--- src/rtl/ir_filter_pkg.sv ---
// rtl/ir_filter_pkg.sv - shared window/sum sizing helpers and the IR sample type
package ir_filter_pkg;

  localparam int IR_DATA_WIDTH = 16;

  // Signed raw/filtered IR sample as seen by the filter and the distance lookup.
  typedef logic signed [IR_DATA_WIDTH-1:0] ir_sample_t;

  function automatic int window_n(input int window_log2);
    return 1 << window_log2;
  endfunction

  function automatic int sum_width(input int data_width, input int window_log2);
    return data_width + window_log2;
  endfunction

endpackage

--- src/rtl/ir_sample_filter_spike_gate.sv ---
// rtl/ir_sample_filter_spike_gate.sv - spike comparator, consecutive-reject counter and re-seed decision
module spike_gate
  import ir_filter_pkg::*;
#(
  parameter int DATA_WIDTH  = 16,
  parameter int WINDOW_LOG2 = 3,
  parameter int MAX_STEP    = 4096
) (
  input  logic                         clk,
  input  logic                         reset,
  input  logic                         clear,
  input  logic                         check_en,
  input  logic signed [DATA_WIDTH-1:0] sample,
  input  logic signed [DATA_WIDTH-1:0] avg,
  input  logic                         commit_valid,
  input  logic                         commit_spike,
  output logic                         spike,
  output logic                         reseed
);

  localparam int N = window_n(WINDOW_LOG2);
  localparam logic [WINDOW_LOG2-1:0] LAST = WINDOW_LOG2'(N - 1);
  localparam logic [DATA_WIDTH:0]    STEP = (DATA_WIDTH + 1)'(MAX_STEP);

  logic [WINDOW_LOG2-1:0]      rej_cnt_q, rej_cnt_d;
  logic signed [DATA_WIDTH:0]  diff;
  logic [DATA_WIDTH:0]         mag;

  // Counter next value is also the bypassed count seen by the sample being decided now.
  always_comb begin
    rej_cnt_d = rej_cnt_q;
    if (clear) begin
      rej_cnt_d = '0;
    end else if (commit_valid) begin
      rej_cnt_d = commit_spike ? rej_cnt_q + WINDOW_LOG2'(1) : '0;
    end
  end

  always_comb begin
    diff   = $signed({sample[DATA_WIDTH-1], sample}) - $signed({avg[DATA_WIDTH-1], avg});
    mag    = diff[DATA_WIDTH] ? $unsigned(-diff) : $unsigned(diff);
    spike  = check_en && (MAX_STEP != 0) && (mag > STEP);
    reseed = spike && (rej_cnt_d == LAST);
  end

  always_ff @(posedge clk) begin
    if (reset) begin
      rej_cnt_q <= '0;
    end else begin
      rej_cnt_q <= rej_cnt_d;
    end
  end

endmodule

--- src/rtl/ir_sample_filter.sv ---
// rtl/ir_sample_filter.sv - two-stage moving-average IR sample filter with spike rejection and re-seed
module ir_sample_filter
  import ir_filter_pkg::*;
#(
  parameter int DATA_WIDTH  = 16,
  parameter int WINDOW_LOG2 = 3,
  parameter int MAX_STEP    = 4096
) (
  input  logic                         clk,
  input  logic                         reset,
  input  logic                         en,
  input  logic                         flush,
  input  logic                         sample_valid,
  input  logic signed [DATA_WIDTH-1:0] sample_in,
  output logic                         avg_valid,
  output logic signed [DATA_WIDTH-1:0] avg_out,
  output logic                         primed,
  output logic                         rejected
);

  localparam int N  = window_n(WINDOW_LOG2);
  localparam int SW = sum_width(DATA_WIDTH, WINDOW_LOG2);
  localparam logic [WINDOW_LOG2-1:0] LAST = WINDOW_LOG2'(N - 1);

  typedef logic signed [DATA_WIDTH-1:0] sample_t;
  typedef logic signed [SW-1:0]         sum_t;

  sample_t                win_q [N];
  sample_t                win_d [N];
  sum_t                   sum_q, sum_d;
  logic [WINDOW_LOG2-1:0] wr_ptr_q, wr_ptr_d;
  logic [WINDOW_LOG2-1:0] fill_cnt_q, fill_cnt_d;
  logic                   primed_q, primed_d;
  sample_t                avg_q, avg_d;
  logic                   avg_valid_q, avg_valid_d;
  logic                   rejected_q, rejected_d;
  logic                   s1_valid_q, s1_valid_d;
  sample_t                s1_sample_q, s1_sample_d;
  logic                   s1_spike_q, s1_spike_d;
  logic                   s1_reseed_q, s1_reseed_d;
  logic                   accept, gate_spike, gate_reseed;
  sample_t                wr_val;

  assign accept = sample_valid && en && !flush;

  // Decision uses primed_d/avg_d so a back-to-back sample sees the average its predecessor is producing.
  spike_gate #(
    .DATA_WIDTH  (DATA_WIDTH),
    .WINDOW_LOG2 (WINDOW_LOG2),
    .MAX_STEP    (MAX_STEP)
  ) u_spike_gate (
    .clk          (clk),
    .reset        (reset),
    .clear        (flush),
    .check_en     (primed_d),
    .sample       (sample_in),
    .avg          (avg_d),
    .commit_valid (s1_valid_q),
    .commit_spike (s1_spike_q),
    .spike        (gate_spike),
    .reseed       (gate_reseed)
  );

  always_comb begin
    s1_valid_d  = accept;
    s1_sample_d = sample_in;
    s1_spike_d  = gate_spike && !gate_reseed;
    s1_reseed_d = gate_reseed;
    if (flush) begin
      s1_valid_d  = 1'b0;
      s1_sample_d = '0;
      s1_spike_d  = 1'b0;
      s1_reseed_d = 1'b0;
    end
  end

  always_comb begin
    win_d       = win_q;
    sum_d       = sum_q;
    wr_ptr_d    = wr_ptr_q;
    fill_cnt_d  = fill_cnt_q;
    primed_d    = primed_q;
    avg_d       = avg_q;
    avg_valid_d = 1'b0;
    rejected_d  = 1'b0;
    wr_val      = s1_spike_q ? avg_q : s1_sample_q;
    if (s1_valid_q) begin
      if (s1_reseed_q) begin
        for (int i = 0; i < N; i++) begin
          win_d[i] = s1_sample_q;
        end
        sum_d       = sum_t'(s1_sample_q) <<< WINDOW_LOG2;
        avg_d       = s1_sample_q;
        avg_valid_d = 1'b1;
      end else begin
        win_d[wr_ptr_q] = wr_val;
        sum_d           = sum_q + sum_t'(wr_val) - sum_t'(win_q[wr_ptr_q]);
        wr_ptr_d        = wr_ptr_q + WINDOW_LOG2'(1);
        rejected_d      = s1_spike_q;
        if (primed_q) begin
          avg_valid_d = 1'b1;
        end else begin
          fill_cnt_d = fill_cnt_q + WINDOW_LOG2'(1);
          if (fill_cnt_q == LAST) begin
            primed_d    = 1'b1;
            avg_valid_d = 1'b1;
          end
        end
        if (avg_valid_d) begin
          avg_d = sample_t'(sum_d >>> WINDOW_LOG2);
        end
      end
    end
    if (flush) begin
      for (int i = 0; i < N; i++) begin
        win_d[i] = '0;
      end
      sum_d       = '0;
      wr_ptr_d    = '0;
      fill_cnt_d  = '0;
      primed_d    = 1'b0;
      avg_d       = '0;
      avg_valid_d = 1'b0;
      rejected_d  = 1'b0;
    end
  end

  always_ff @(posedge clk) begin
    if (reset) begin
      for (int i = 0; i < N; i++) begin
        win_q[i] <= '0;
      end
      sum_q       <= '0;
      wr_ptr_q    <= '0;
      fill_cnt_q  <= '0;
      primed_q    <= 1'b0;
      avg_q       <= '0;
      avg_valid_q <= 1'b0;
      rejected_q  <= 1'b0;
      s1_valid_q  <= 1'b0;
      s1_sample_q <= '0;
      s1_spike_q  <= 1'b0;
      s1_reseed_q <= 1'b0;
    end else begin
      for (int i = 0; i < N; i++) begin
        win_q[i] <= win_d[i];
      end
      sum_q       <= sum_d;
      wr_ptr_q    <= wr_ptr_d;
      fill_cnt_q  <= fill_cnt_d;
      primed_q    <= primed_d;
      avg_q       <= avg_d;
      avg_valid_q <= avg_valid_d;
      rejected_q  <= rejected_d;
      s1_valid_q  <= s1_valid_d;
      s1_sample_q <= s1_sample_d;
      s1_spike_q  <= s1_spike_d;
      s1_reseed_q <= s1_reseed_d;
    end
  end

  assign avg_valid = avg_valid_q;
  assign avg_out   = avg_q;
  assign primed    = primed_q;
  assign rejected  = rejected_q;

endmodule
--- config.mk ---
export PLATFORM = sky130hd
export DESIGN_NAME = ir_sample_filter
export DESIGN_NICKNAME = d
export VERILOG_FILES = /design/src/rtl/ir_filter_pkg.sv /design/src/rtl/ir_sample_filter_spike_gate.sv /design/src/rtl/ir_sample_filter.sv
export SDC_FILE = /design/constraint.sdc
export NUM_CORES = 1
export LEC_CHECK = 0
export CAP_MARGIN = 20
export CORE_ASPECT_RATIO = 0.8
export CORE_MARGIN = 2
export CORE_UTILIZATION = 30
export DETAILED_ROUTE_END_ITERATION = 8
export GPL_ROUTABILITY_DRIVEN = 1
export SLEW_MARGIN = 20
export SYNTH_ARGS = -nofsm -noshare
export SYNTH_HDL_FRONTEND = slang
export SYNTH_SLANG_ARGS = --single-unit
--- constraint.sdc ---
create_clock -name clk -period 8.6 [get_ports clk]
set_input_delay 1.72 -clock clk [delete_from_list [all_inputs] [get_ports clk]]
set_output_delay 1.72 -clock clk [all_outputs]
set_load 0.01 [all_outputs]
=== Word-level counts from Yosys, hierarchy flattened ===
Cells that the tools add are included.

* Flip-flop bits (word level): 194
* Input port bits: 21
* Logic and storage cells: 74
* Output and inout port bits: 19

* Reductions and logical operators: 13
* Multiplexer cells: 25
* Bitwise logic cells: 4
* Add/subtract/negate cells: 7
* $lt $le $gt $ge: 3
* Equal/unequal tests: 2

{| class="wikitable"
|+ Operator list
! kind !! count
|-
| 128-bit bitwise mux || 1
|-
| 128-bit two-way mux || 1
|-
| 16-bit two-way mux || 8
|-
| 16-bit binary-select mux with 3-bit select || 1
|-
| 16-bit demux with 3-bit select || 1
|-
| 19-bit by 16-bit adder with 19-bit output || 1
|-
| 19-bit two-way mux || 1
|-
| 19-bit by 16-bit subtractor with 19-bit output || 1
|-
| 17-bit by 13-bit greater-than comparator with 1-bit output (second input constant) || 1
|-
| 17-bit two-way mux || 1
|-
| 17-bit negation || 1
|-
| 16-bit by 16-bit subtractor with 17-bit output || 1
|-
| 3-bit by 1-bit adder with 3-bit output (second input constant) || 3
|-
| 3-bit two-way mux || 3
|-
| 1-bit two-way mux || 8
|-
| 3-bit equality test (second input constant) || 2
|-
| 1-bit logical AND || 6
|-
| 4-bit >= comparator (second input constant) || 1
|-
| 4-bit by 1-bit < comparator with 1-bit output (second input constant) || 1
|-
| 3-bit inverter with 4-bit output || 1
|-
| 4-bit OR reduction || 1
|-
| 1-bit inverter || 3
|-
| 3-bit AND reduction || 1
|-
| 3-bit OR reduction || 1
|-
| 3 further kinds || 4
|}

=== Logic depth before layout (Yosys ltp) ===
* Word-level depth: 17
* Depth in mapped cells: 32
* Gate-level depth less buffers: 30

=== Cells and area by module ===
Synthesis repeated with hierarchy kept, for this count alone.

* Cells, all modules: 1,363
* Area total of the unflattened synthesis: 11,324.6 µm²

{| class="wikitable"
|+ By module, submodules not included
! module !! area an instance (µm²) !! times used !! cells an instance !! sequential area each (µm²)
|-
| ir_sample_filter || 9,686.8 || 1 || 1,149 || 3,823.7
|-
| spike_gate || 1,637.8 || 1 || 214 || 60.1
|}

=== Worst setup path before layout ===
No wires, ideal clock.

* Path type: reg2reg
* From: register wr_ptr_q[0]
* To: register s1_reseed_q
* Data arrival time: 6,920 ps
* Data required time: 8,512 ps
* Period minus slack after synthesis: 7,008 ps
* Library setup time: 88 ps
* Path slack: 1,592 ps
* Cell stages (with the launch flop): 31
* Buffers on the path: 5
* Path through: dfxtp_1 buf_1 buf_1 clkbuf_1 clkbuf_1 a221oi_1 o22ai_1 fa_1 inv_1 ha_1 a21o_1 a21oi_1 o21ai_0 o31ai_1 o21ai_0 a21oi_1 xnor2_1 a222oi_1 or3_1 ha_1 buf_2 and4_1 a21oi_1 a31oi_1 o21ai_1 o21ai_1 a31oi_1 xor2_1 and4_2 a211oi_2 nor4_2

* Word-level cells in the longest chain between the ends: 15

{| class="wikitable"
|+ RTL lines
! element !! line !! RTL
|-
| from (decl) || ir_sample_filter.sv:31 || <nowiki>logic [WINDOW_LOG2-1:0] wr_ptr_q, wr_ptr_d;</nowiki>
|-
| from (signal assigned) || ir_sample_filter.sv:149 || <nowiki>wr_ptr_q <= wr_ptr_d;</nowiki>
|-
| 3-bit inverter with 4-bit output (not written as such) * || ir_sample_filter.sv:97 || <nowiki>sum_d = sum_q + sum_t'(wr_val) - sum_t'(win_q[wr_ptr_q]);</nowiki>
|-
| 16-bit binary-select mux with 3-bit select * || ir_sample_filter.sv:97 ||
|-
| 16-bit two-way mux (not written as such) * (2 in series) || ir_sample_filter.sv:97 ||
|-
| 19-bit by 16-bit subtractor with 19-bit output * || ir_sample_filter.sv:97 ||
|-
| 16-bit two-way mux * || ir_sample_filter.sv:109 || <nowiki>if (avg_valid_d) begin</nowiki>
|-
| 16-bit two-way mux * || ir_sample_filter.sv:88 || <nowiki>if (s1_reseed_q) begin</nowiki>
|-
| 16-bit two-way mux * || ir_sample_filter.sv:87 || <nowiki>if (s1_valid_q) begin</nowiki>
|-
| 16-bit two-way mux * || ir_sample_filter.sv:114 || <nowiki>if (flush) begin</nowiki>
|-
| 16-bit by 16-bit subtractor with 17-bit output * || ir_sample_filter_spike_gate.sv:40 || <nowiki>diff = $signed({sample[DATA_WIDTH-1], sample}) - $signed({avg[DATA_WIDTH-1], avg});</nowiki>
|-
| 17-bit negation || ir_sample_filter_spike_gate.sv:41 || <nowiki>mag = diff[DATA_WIDTH] ? $unsigned(-diff) : $unsigned(diff);</nowiki>
|-
| 17-bit two-way mux * || ir_sample_filter_spike_gate.sv:41 ||
|-
| 17-bit by 13-bit greater-than comparator with 1-bit output * || ir_sample_filter_spike_gate.sv:42 || <nowiki>spike = check_en && (MAX_STEP != 0) && (mag > STEP);</nowiki>
|-
| 1-bit logical AND * || ir_sample_filter_spike_gate.sv:42 ||
|-
| 1-bit logical AND * || ir_sample_filter_spike_gate.sv:43 || <nowiki>reseed = spike && (rej_cnt_d == LAST);</nowiki>
|-
| to (signal assigned) || ir_sample_filter.sv:158 || <nowiki>s1_reseed_q <= s1_reseed_d;</nowiki>
|-
| to (decl) || ir_sample_filter.sv:40 || <nowiki>logic s1_reseed_q, s1_reseed_d;</nowiki>
|}

Every way passes the cells marked *; elsewhere a longest branch is shown, timed or not. The select of a mux whose other input is x is not followed.
A chain may end at the register's enable or synchronous reset.

=== Worst setup path in the final report ===
* From: register wr_ptr_q[2]
* To: register s1_reseed_q

The elaborated chain is that of the path after synthesis.

==> out/qor.csv <==
stage;metric;value;unit
status;status;finished clean;
synthesis;seq_area_frac_synth;35.2;%
timing;period_share;88.2;%
synthesis;ys_top_cells_by_count;a21oi_1, dfxtp_1, nand2_1;
worst_setup_path;max_stage_delay;0.73;ns
clocking;path_clk_slew;0.07;ns
synthesis;synth_area;11000;sq um
detailed_routing;dr_wl_met2;15.0;mm
synthesis;synth_top_family_by_area;compound AO/OA/AOI/OAI gates;
pwr;power_frac_seq;46.9;%
clocking;root_buffer;clkbuf_16;
synthesis;synth-simple-area-share;16.9;%
synthesis;ys_async_sr_fraction;0;%
timing;max_freq;0.132;GHz
detailed_routing;drt_wl_total;34.3;mm
worst_setup_path;arrival;7.88;ns
pwr;p_sw_share;27.2;%
timing;fin_ws;1.01;ns
worst_setup_path;critical_path_class;reg -> reg;
placement;gp_congestion;0.860;
detailed_routing;drc_errors;0;
worst_setup_path;r2r_slack;1.01;ns
clocking;post_cts_buffers;0;
floorplanning;die_height;176;microns
clocking;cts.sinks;194;
grt;grt_pass1_wl;53.2;mm
cells_and_area;fin_nets;1444;
timing;tightest_slew;1.03;ns
timing;hold_violations;0;
synthesis;synth.distinct_cells;79;
grt;grt_overflow;0;
cells_and_area;syn_to_final_growth;12.3;%
placement;dp_hpwl;23.8;mm
synthesis;syn_avg_cell_area;8.03;sq um
job;max-cap-violations;0;
pwr;power_density;156;nW/um^2
synthesis;synthTopCellsByArea;dfxtp_1, a21oi_1, nand2_1, o21ai_0, ha_1;
detailed_routing;dr.pass1.iters;5;
synthesis;synth-edff-count;0;
worst_setup_path;crit_fanout;29;
timing;rsz0062_at_grt;no;
cells_and_area;post-route-util;34.4;%
clocking;clk_latency;0.45;ns
detailed_routing;dr.max_layer_used;met4;
pwr;switching_power;526;uW
worst_setup_path;end_kind;flip-flop;
synthesis;synth_fa_ha_area_share;7.97;%
synthesis;synth-seq-cells;194;
synthesis;synth_compound_area_share;24.7;%
worst_setup_path;crit_required;8.90;ns
clocking;cts-resized-gates;0;
floorplanning;initial_core_util;30.6;%
timing;tns;0;ns
synthesis;synth_top_area_cell;dfxtp_1;
grt;track_usage;17.7;%
detailed_routing;drt_iter0_drc;985;
synthesis;syn_nets;1455;
synthesis;syn_inst;1375;
floorplanning;ioPinCount;40;
placement;post-place-ws;1.21;ns
detailed_routing;via_per_inst;5.41;
timing;worst_clock_skew;0.00944;ns
pwr;ir_drop;144;uV
synthesis;synthFlopType;dfxtp_1;
grt;grt_pass1_vias;9391;
synthesis;synth-xor-area-share;2.38;%
detailed_routing;route.vias.total;10039;
timing;finalCriticalPeriod;7.59;ns
floorplanning;die_w;219;microns
grt;antenna_found_initial;1;
detailed_routing;ant_nets;0;
detailed_routing;wl_per_cell;18.5;microns
min_path;hp-class;reg -> reg;
detailed_routing;dr_wl_met3;2.35;mm
clocking;h-tree-depth;4;
synthesis;synthDominantCellAreaShare;35.2;%
detailed_routing;routedLengthMet1;16.2;mm
worst_setup_path;cp-start-kind;flip-flop;
pwr;pwr-share-clk;39.9;%
pwr;p_int;1.41;mW
cells_and_area;insertedDiodeCount;0;
synthesis;synth_most_common_cell;a21oi_1;
clocking;cts_tree;done;
grt;grt_max_degree;83;
worst_setup_path;slowest_stage;dfxtp_2;
synthesis;synth.area.mux_share;7.10;%
timing;drv_slew;0;
pwr;power.leakage;4.51;nW
timing;relSlewSlack;31.3;%
floorplanning;die_area;38400;sq um
clocking;cts_hold_buf;0;
floorplanning;core-area;36100;sq um
placement;port_buffers;39;
clocking;cts_made_buffers;17;
cells_and_area;drive_gt1_share;7.19;%
clocking;cts_buffer_depth;2;
floorplanning;rows;62;
timing;setup_violations;0;
pwr;comb_power_share;13.2;%
synthesis;yosysWarnings;0;
==> kinds of logic after synthesis <==
kind of cell	after synthesis
AO/OA/AOI/OAI	462
AND/OR/NAND/NOR	407
flip-flops	194
buffers and inverters	164
multiplexers	59
adder cells (fa/ha/maj)	59
XOR/XNOR	30
==> registers in the layout, summed over array words and instances, names as in the netlist <==
name                    flops
primed                      1
rejected                    1
avg_valid                   1
avg_out                    16
s1_spike_q                  1
s1_sample_q                16
wr_ptr_q                    3
s1_valid_q                  1
fill_cnt_q                  3
s1_reseed_q                 1
u_spike_gate.rej_cnt_q      3
win_q                     128
sum_q                      19
==> power groups by stage <==
| stage | sequential, mW | combinational (mW) | clock (mW) |
|---|---|---|---|
| floorplan | 0.926 | 0.188 | 0 |
| global placement | 0.928 | 0.249 | 0 |
| detailed placement | 0.928 | 0.250 | 0 |
| CTS | 0.908 | 0.252 | 0.779 |
| global route | 0.908 | 0.281 | 0.811 |
| finish | 0.908 | 0.256 | 0.772 |
==> final timing paths <==
check | from | end | cells past startpoint
max | wr_ptr_q[2] | s1_reseed_q | 26
min | win_q[63] | win_q[63] | 2
max reg2reg | wr_ptr_q[2] | s1_reseed_q | 26
min reg2reg | win_q[63] | win_q[63] | 2
==> layout make-up <==
class	count	area, sq um
Fill cell	3740	23700
Multi-Input combinational cell	1017	6530
Sequential cell	194	3890
Tap cell	480	601
Timing Repair Buffer	60	548
Clock buffer	21	450
Inverter	74	278
Clock inverter	11	106
==> placed cells by master (no fill, tap or decap), types with 10 or more instances in the layout <==
cell and n:
xor2_1 10, mux2_2 15, o211ai_1 11, mux4_2 14, buf_4 21, dfxtp_1 190, a21oi_1 195, nand2_1 187
a22oi_1 10, nor3_1 14, nor2b_1 11, fa_1 19, mux2i_1 30, inv_1 72, a211oi_1 12, xnor2_1 20
nor2_1 92, o21ai_0 125, a31oi_1 11, ha_1 40, clkdlybuf4s50_1 39, a21o_1 12, clkbuf_16 17, and2_1 30
nand2b_1 21, nand3_1 15
==> worst max-delay path, delay by kind of cell (launching register included) <==
kind                     cells  cell delay (ns)
AO/OA/AOI/OAI               14             3.46
XOR/XNOR                     2             0.35
adder cells (fa/ha/maj)      3             1.17
AND/OR/NAND/NOR              6             1.60
buffers and inverters        1             0.08
flip-flops                   1             0.73
==> per-stage QoR <==
step | cells | area [sq um] | total power [mW] | hold slack (ns)
6_report | 1857 | 12400 | 1.94 | 0.452
5_1_grt | 1857 | 12400 | 2.00 | 0.475
4_1_cts | 1857 | 12400 | 1.94 | 0.452
3_5_place_dp | 1825 | 11800 | 1.18 | 0.443
3_3_place_gp | 1825 | 11800 | 1.18 | 0.440
2_1_floorplan | 1375 | 11000 | 1.11 | 0.433
==> per-layer routing <==
layer	vias to the layer above	GRT usage, %
met5	-	0
met4	0	5.33
met3	39	3.13
met2	343	26.5
met1	4844	25.7
li1	4813	-
Power figures use the tool's default switching activity.
